[config.mk]
export PLATFORM = sky130hd
export DESIGN_NAME = apb_master_nslv
export DESIGN_NICKNAME = d
export VERILOG_FILES = /design/src/rtl/apb_master_nslv.sv
export SDC_FILE = /design/constraint.sdc
export NUM_CORES = 1
export LEC_CHECK = 0
export ABC_CLOCK_PERIOD_IN_PS = 2300
export CAP_MARGIN = 20
export CORE_AREA = 5 5 79 81
export CTS_BUF_LIST = sky130_fd_sc_hd__clkbuf_2 sky130_fd_sc_hd__clkbuf_4 sky130_fd_sc_hd__clkbuf_8
export DETAILED_ROUTE_END_ITERATION = 6
export DIE_AREA = 0 0 84 86
export MAX_ROUTING_LAYER = met4
export PLACE_DENSITY = 0.8
export SLEW_MARGIN = 40
export SYNTH_ARGS = -nofsm -noshare
export SYNTH_HDL_FRONTEND = slang
export SYNTH_SLANG_ARGS = --single-unit
[constraint.sdc]
create_clock -name pclk -period 2.3 [get_ports pclk]
set_clock_uncertainty 0.1 [all_clocks]
set_input_delay 0.46 -clock pclk [delete_from_list [all_inputs] [get_ports pclk]]
set_output_delay 0.46 -clock pclk [all_outputs]
set_load 0.01 [all_outputs]
[src/rtl/apb_master_nslv.sv]
// APB master with an integrated address decoder serving NUM_SLV slaves.
// A ready/valid request port feeds a three-state IDLE/SETUP/ACCESS FSM.
// The top SEL_W address bits pick the slave. Features:
//   - wait-state support and PSLVERR propagation,
//   - a watchdog that aborts stalled transfers,
//   - an 8-bit saturating count of errored transfers.
module apb_master_nslv #(
  parameter int ADDR_W  = 8,
  parameter int DATA_W  = 8,
  parameter int NUM_SLV = 4,
  parameter int TIMEOUT = 16
) (
  input  logic                      pclk,
  input  logic                      prst,
  input  logic                      trf_valid,
  output logic                      trf_ready,
  input  logic                      trf_write,
  input  logic [ADDR_W-1:0]         trf_addr,
  input  logic [DATA_W-1:0]         trf_wdata,
  output logic                      trf_done,
  output logic                      trf_err,
  output logic [DATA_W-1:0]         trf_rdata,
  output logic [7:0]                err_cnt,
  output logic [NUM_SLV-1:0]        psel,
  output logic                      penable,
  output logic                      pwrite,
  output logic [ADDR_W-1:0]         paddr,
  output logic [DATA_W-1:0]         pwdata,
  input  logic [NUM_SLV*DATA_W-1:0] prdata,
  input  logic [NUM_SLV-1:0]        pready,
  input  logic [NUM_SLV-1:0]        pslverr
);

  localparam int SEL_W = $clog2(NUM_SLV);
  // A zero TIMEOUT still needs a legal one-bit counter; the compare is gated off.
  localparam int CNT_W = (TIMEOUT > 0) ? $clog2(TIMEOUT + 1) : 1;
  localparam logic [CNT_W-1:0] TMO_LIM = CNT_W'(TIMEOUT);

  typedef enum logic [1:0] {
    ST_IDLE,
    ST_SETUP,
    ST_ACCESS
  } state_t;

  state_t              state;
  logic [SEL_W-1:0]    idx;
  logic [CNT_W-1:0]    wait_cnt;
  logic                sel_ready;
  logic                sel_err;
  logic [DATA_W-1:0]   sel_rdata;
  logic                tmo_hit;

  function automatic logic [NUM_SLV-1:0] onehot(input logic [SEL_W-1:0] i);
    logic [NUM_SLV-1:0] v;
    v    = '0;
    v[i] = 1'b1;
    return v;
  endfunction

  // Only the addressed slave's handshake and data are looked at.
  always_comb begin
    sel_ready = pready[idx];
    sel_err   = pslverr[idx];
    sel_rdata = prdata[int'(idx)*DATA_W +: DATA_W];
    tmo_hit   = (TIMEOUT != 0) && (wait_cnt == TMO_LIM);
  end

  // Transfer FSM; all bus and completion outputs are registered here.
  always_ff @(posedge pclk or posedge prst) begin
    if (prst) begin
      state     <= ST_IDLE;
      trf_ready <= 1'b1;
      trf_done  <= 1'b0;
      trf_err   <= 1'b0;
      trf_rdata <= '0;
      psel      <= '0;
      penable   <= 1'b0;
      pwrite    <= 1'b0;
      paddr     <= '0;
      pwdata    <= '0;
      idx       <= '0;
      wait_cnt  <= '0;
    end else begin
      trf_done <= 1'b0;
      case (state)
        ST_IDLE: begin
          if (trf_valid) begin
            paddr     <= trf_addr;
            pwdata    <= trf_wdata;
            pwrite    <= trf_write;
            idx       <= trf_addr[ADDR_W-1 -: SEL_W];
            psel      <= onehot(trf_addr[ADDR_W-1 -: SEL_W]);
            wait_cnt  <= '0;
            trf_ready <= 1'b0;
            state     <= ST_SETUP;
          end
        end
        ST_SETUP: begin
          penable <= 1'b1;
          state   <= ST_ACCESS;
        end
        ST_ACCESS: begin
          if (sel_ready) begin
            // A ready on the limit cycle wins over the watchdog.
            psel      <= '0;
            penable   <= 1'b0;
            trf_done  <= 1'b1;
            trf_err   <= sel_err;
            trf_ready <= 1'b1;
            if (!pwrite) begin
              trf_rdata <= sel_err ? '0 : sel_rdata;
            end
            state <= ST_IDLE;
          end else if (tmo_hit) begin
            psel      <= '0;
            penable   <= 1'b0;
            trf_done  <= 1'b1;
            trf_err   <= 1'b1;
            trf_ready <= 1'b1;
            if (!pwrite) begin
              trf_rdata <= '0;
            end
            state <= ST_IDLE;
          end else begin
            wait_cnt <= wait_cnt + 1'b1;
          end
        end
        default: begin
          psel      <= '0;
          penable   <= 1'b0;
          trf_ready <= 1'b1;
          state     <= ST_IDLE;
        end
      endcase
    end
  end

  // Errored completions are counted once each, sticking at 255.
  always_ff @(posedge pclk or posedge prst) begin
    if (prst) begin
      err_cnt <= '0;
    end else if (trf_done && trf_err && (err_cnt != 8'hFF)) begin
      err_cnt <= err_cnt + 8'd1;
    end
  end

endmodule

* Word level (Yosys, flattened, before mapping)
Index checks and enable logic that the tools add are counted.
** Operators by class
- Eq/ne operators :: 10
- Shift operators :: 1
- Mux-type cells :: 34
- Add/sub/neg operators :: 2
- $lt $le $gt $ge :: 3
- Bitwise logic cells :: 2
- Reductions and logical operators :: 13
** Operators by type and width (count)
- $mux W8 :: 5
- $shiftx A32 B6 Y8 :: 1
- $mux W5 :: 3
- $mux W1 :: 12
- $mux W4 :: 3
- $pmux W4 S3 :: 1
- $ne A2 B2 Y1 const B :: 5
- $pmux W5 S2 :: 1
- $add A8 B1 Y8 const B :: 1
- $ne A8 B8 Y1 const B :: 1
- $reduce_and A2 Y1 :: 4
- $reduce_and A4 Y1 :: 2
- $lt A2 B3 Y1 const B :: 2
- $mux W2 :: 3
- $pmux W1 S3 :: 2
- $pmux W2 S3 :: 1
- $add A5 B1 Y5 const B :: 1
- $eq A5 B5 Y1 const B :: 1
- $bmux W1 S2 :: 2
- $reduce_bool A2 Y1 :: 2
- $logic_and A1 B1 Y1 :: 3
- $ne A3 B3 Y1 const B :: 1
- $reduce_and A3 Y1 :: 1
- $demux W1 S2 :: 1
- 5 further kinds :: 6
** Storage, ports and cells
- Output and inout port bits :: 41
- Register bits after elaboration :: 50
- Logic and storage cells :: 78

* Depth between registers and ports, before layout
- Depth in word-level cells :: 6
- Depth in mapped cells :: 7

* Least setup slack after synthesis
OpenSTA, ideal clock, no wires.
- Path type :: register to register
- Start point :: register, netlist name paddr[6]
- End point :: register wait_cnt[3]
- Buffers on the path :: 1
- Stages on the path, launching flop included :: 6
- Data arrival time :: 1866 ps
- Clock period less this slack :: 2045 ps
- Setup slack :: 255 ps
- Required time :: 2121 ps
- Setup time :: 79 ps
- Cell sequence :: dfrtp_1 > mux4_2 > or3_1 > buf_6 > nor4_4 > mux2i_1
** RTL lines
- to (signal assigned) :: line 125 : wait_cnt <= wait_cnt + 1'b1;
- to (decl) :: line 47 : logic [CNT_W-1:0] wait_cnt;

* Worst setup path after layout
- Start point :: input port pready[3]
- End point :: register wait_cnt[3]
** On the way
- Longest elaborated chain between the ends :: 4
** Ends and longest elaborated chain
- from (decl) :: line 30 : input logic [NUM_SLV-1:0] pready,
- $bmux W1 S2 :: line 62 : sel_ready = pready[idx];
- $mux W1 (implied by the code) :: line 62
- $ne A2 B2 Y1 (no line)
- $reduce_and A4 Y1 (no line)
Every way passes these cells. The select of a mux whose other input is x is not followed.
A chain may end at the register's enable or synchronous reset.

==> results.cfg <==
[run_status]
outcome = finished clean

[detailed_routing]
drt-initial-drc-count = 70
vias_per_cell = 5.02
dr.pass1.iters = 4
met2_length_um = 2880
detail-route-antenna-nets = 0
wl_per_cell_um = 15.0
route.met3.wl_um = 468
drcViolationCount = 0
m1WireLength_um = 2440
wirelength_um = 5850
routed.top_layer = met4
via_count = 1961

[clock_tree]
clkLatencyLatePin_ns = 0.29
cts_tree = yes
cts_buffers = 5
clock-sinks = 48
clk_pin_slew_worst_paths_ns = 0.08
cts_hold_buffers = 0
postCtsSetupBuffers = 0
ctsResizeCount = 0
cts_buffer_depth = 2
htree_levels = 2
cts_root_buf = clkbuf_8

[worst_setup_path]
cpPeakStageDelay_ns = 0.53
cpMaxStageDelayCell = mux4_2
cp-end-kind = flip-flop
start_kind = input pin
crit_chain = clkdlybuf4s50_1, mux4_2, or3_1, nor4_4, mux2i_1
r2r_slack_ns = 0.30
path_buf_inv = 1
crit_family = multiplexers
timing.rr.end = wait_cnt[3]
crit_arrival_ns = 2.31
crit_required_ns = 2.42
path_class = in2reg
r2r-start = paddr[6]
critPathMaxFanout = 5
r2r_cells = 4

[final_layout]
fin_util = 0.639
diodes = 0
nFillCells = 423
drive_above_1_share = 0.100
nNetsFinal = 381
syn_to_final_growth_pct = 54.9

[grt]
antenna_found_initial = 0
grt_use_total = 0.177
grt_pass1_wl_um = 9980
grt_overflow = 0
grt_pass1_vias = 2024
grt_start_max_net_pins = 26

[yosys]
ys_async_sr_fraction = 1.00
syn-cell-area_um2 = 2230
yosys-top-cells-count = 59 x nand2_1, 47 x dfrtp_1, 16 x inv_1
syn-num-nets = 270
synthTopCellsByArea = dfrtp_1 53%, nand2_1 9.9%, mux4_2 8.1%, o2bb2ai_1 3.9%, inv_1 2.7%
synthCells = 207
yosysTopAreaCell = dfrtp_1
synth_ff_type = dfrtp_1
synth-seq-cells = 48
yosysTopAreaCellShare = 0.527
synth_edf_count = 0
yosysMostFrequentCell = nand2_1
yosysWarnings = 0
avgSynthCellArea_um2 = 10.8
yosysSeqAreaShare = 0.539
synth_cell_types = 41

[floorplanning]
io_pins = 101
die_area_um2 = 7220
core-area_um2 = 5410
die_h_um = 86
fp-row-count = 27
die_w_um = 84
initial_utilization = 0.413

[timing]
slew_headroom = 0.679
setup_viol = 0
setup_ws_ns = 0.106
period_share = 0.954
rsz0062_at_grt = false
setup_tns_ns = 0
finalHoldViolations = 0
tightest_slew_ns = 0.476
finalCriticalPeriod_ns = 2.19
fmax_mhz = 456
whs_ns = 0.361
maxSlewViolCount = 0

[power]
ir_worst_vdd_mv = 0.498
p_leak_uw = 0.00155
comb_power_share = 0.492
seq_power_share = 0.376
swShare = 0.343
clockPowerShare = 0.132
intPower_uw = 2450
switchingPower_uw = 1280
power.density_nw_per_um2 = 1080

[min_path]
hold_depth = 2
holdCritPathClass = reg2reg
min-delay-start = trf_ready
min_to = trf_ready

[place]
port_buffers = 100
pre_cts_slack_ns = -0.185
place.gp.congestion = 0.883
dp_hpwl_um = 4590

[run]
cap_violations = 0
## stage by stage
step	cells	instance area [um^2]	total power, uW
2_1_floorplan	207	2230	2290
3_3_place_gp	383	3370	3240
3_5_place_dp	383	3370	3280
4_1_cts	391	3460	3790
5_1_grt	391	3460	4020
6_report	391	3460	3730
## layer usage
metal / track usage / up-vias
met5: - / -
met4: 0.0439 / 0
met3: 0.0528 / 4
met2: 0.296 / 73
met1: 0.212 / 952
li1: - / 932
## cell families after synthesis
group	count (synthesis)	synth area share
fa+ha+maj	3	0.0168
compound gates	28	0.0925
flops	48	0.539
xor+xnor	7	0.0275
simple gates	87	0.180
buf+inv	23	0.0421
mux	11	0.102
## layout by cell type (no fill, tap or decap), types with 2 or more instances in the layout
master / netlist / routed
inv_1: 16 / 15
clkdlybuf4s50_1: 0 / 100
o21ai_0: 6 / 6
nand2_1: 59 / 59
a21oi_1: 2 / 2
and3_1: 3 / 3
o2bb2ai_1: 10 / 10
o311ai_0: 2 / 2
nand4_1: 3 / 3
o22ai_1: 2 / 2
nand3_1: 5 / 5
nor2_1: 5 / 5
dfrtp_1: 47 / 47
clkbuf_4: 0 / 2
buf_4: 0 / 10
ha_1: 3 / 3
a22o_1: 2 / 2
mux4_2: 8 / 8
xnor2_1: 6 / 6
clkbuf_8: 0 / 5
## worst min-delay path, stage by stage, from the launching register on
cell and delay (ns):
dfstp_2 0.37, nand2_1 0.05, nand2_1 0.04
## power by group through the flow
stage | sequential (uW) | clock (uW) | combinational, uW
floorplan | 1550 | 0 | 748
finish | 1400 | 494 | 1830
detailed placement | 1420 | 0 | 1860
CTS | 1410 | 513 | 1870
global placement | 1410 | 0 | 1830
global route | 1450 | 551 | 2010
## how the worst max path moves through the flow
stage | from | endpoint | slack [ns] | cells after the start
floorplan | paddr[6] | wait_cnt[3] | 0.25 | 5
global placement | pready[0] | wait_cnt[0] | -0.16 | 6
detailed placement | pready[0] | wait_cnt[3] | -0.18 | 5
CTS | pready[3] | wait_cnt[3] | 0.12 | 5
global route | pready[0] | wait_cnt[3] | 0.03 | 5
finish | pready[3] | wait_cnt[3] | 0.11 | 5
## sequential cells by signal, indices dropped and copies added, names as in the netlist
register / cells
penable: 1
idx: 1
paddr: 7
trf_done: 1
pwdata: 8
wait_cnt: 5
state: 2
err_cnt: 8
trf_rdata: 8
trf_ready: 1
pwrite: 1
trf_err: 1
psel: 4
## final cells by class
class | instances | area (um^2) | share of cell area
Sequential cell | 48 | 1200 | 0.348
Timing Repair Buffer | 110 | 1080 | 0.311
Multi-Input combinational cell | 136 | 935 | 0.270
Tap cell | 72 | 90.1 | 0.0261
Clock buffer | 7 | 83.8 | 0.0243
Inverter | 17 | 63.8 | 0.0185
Clock inverter | 1 | 5.00 | 0.00145
(Power assumes the default switching activity.)
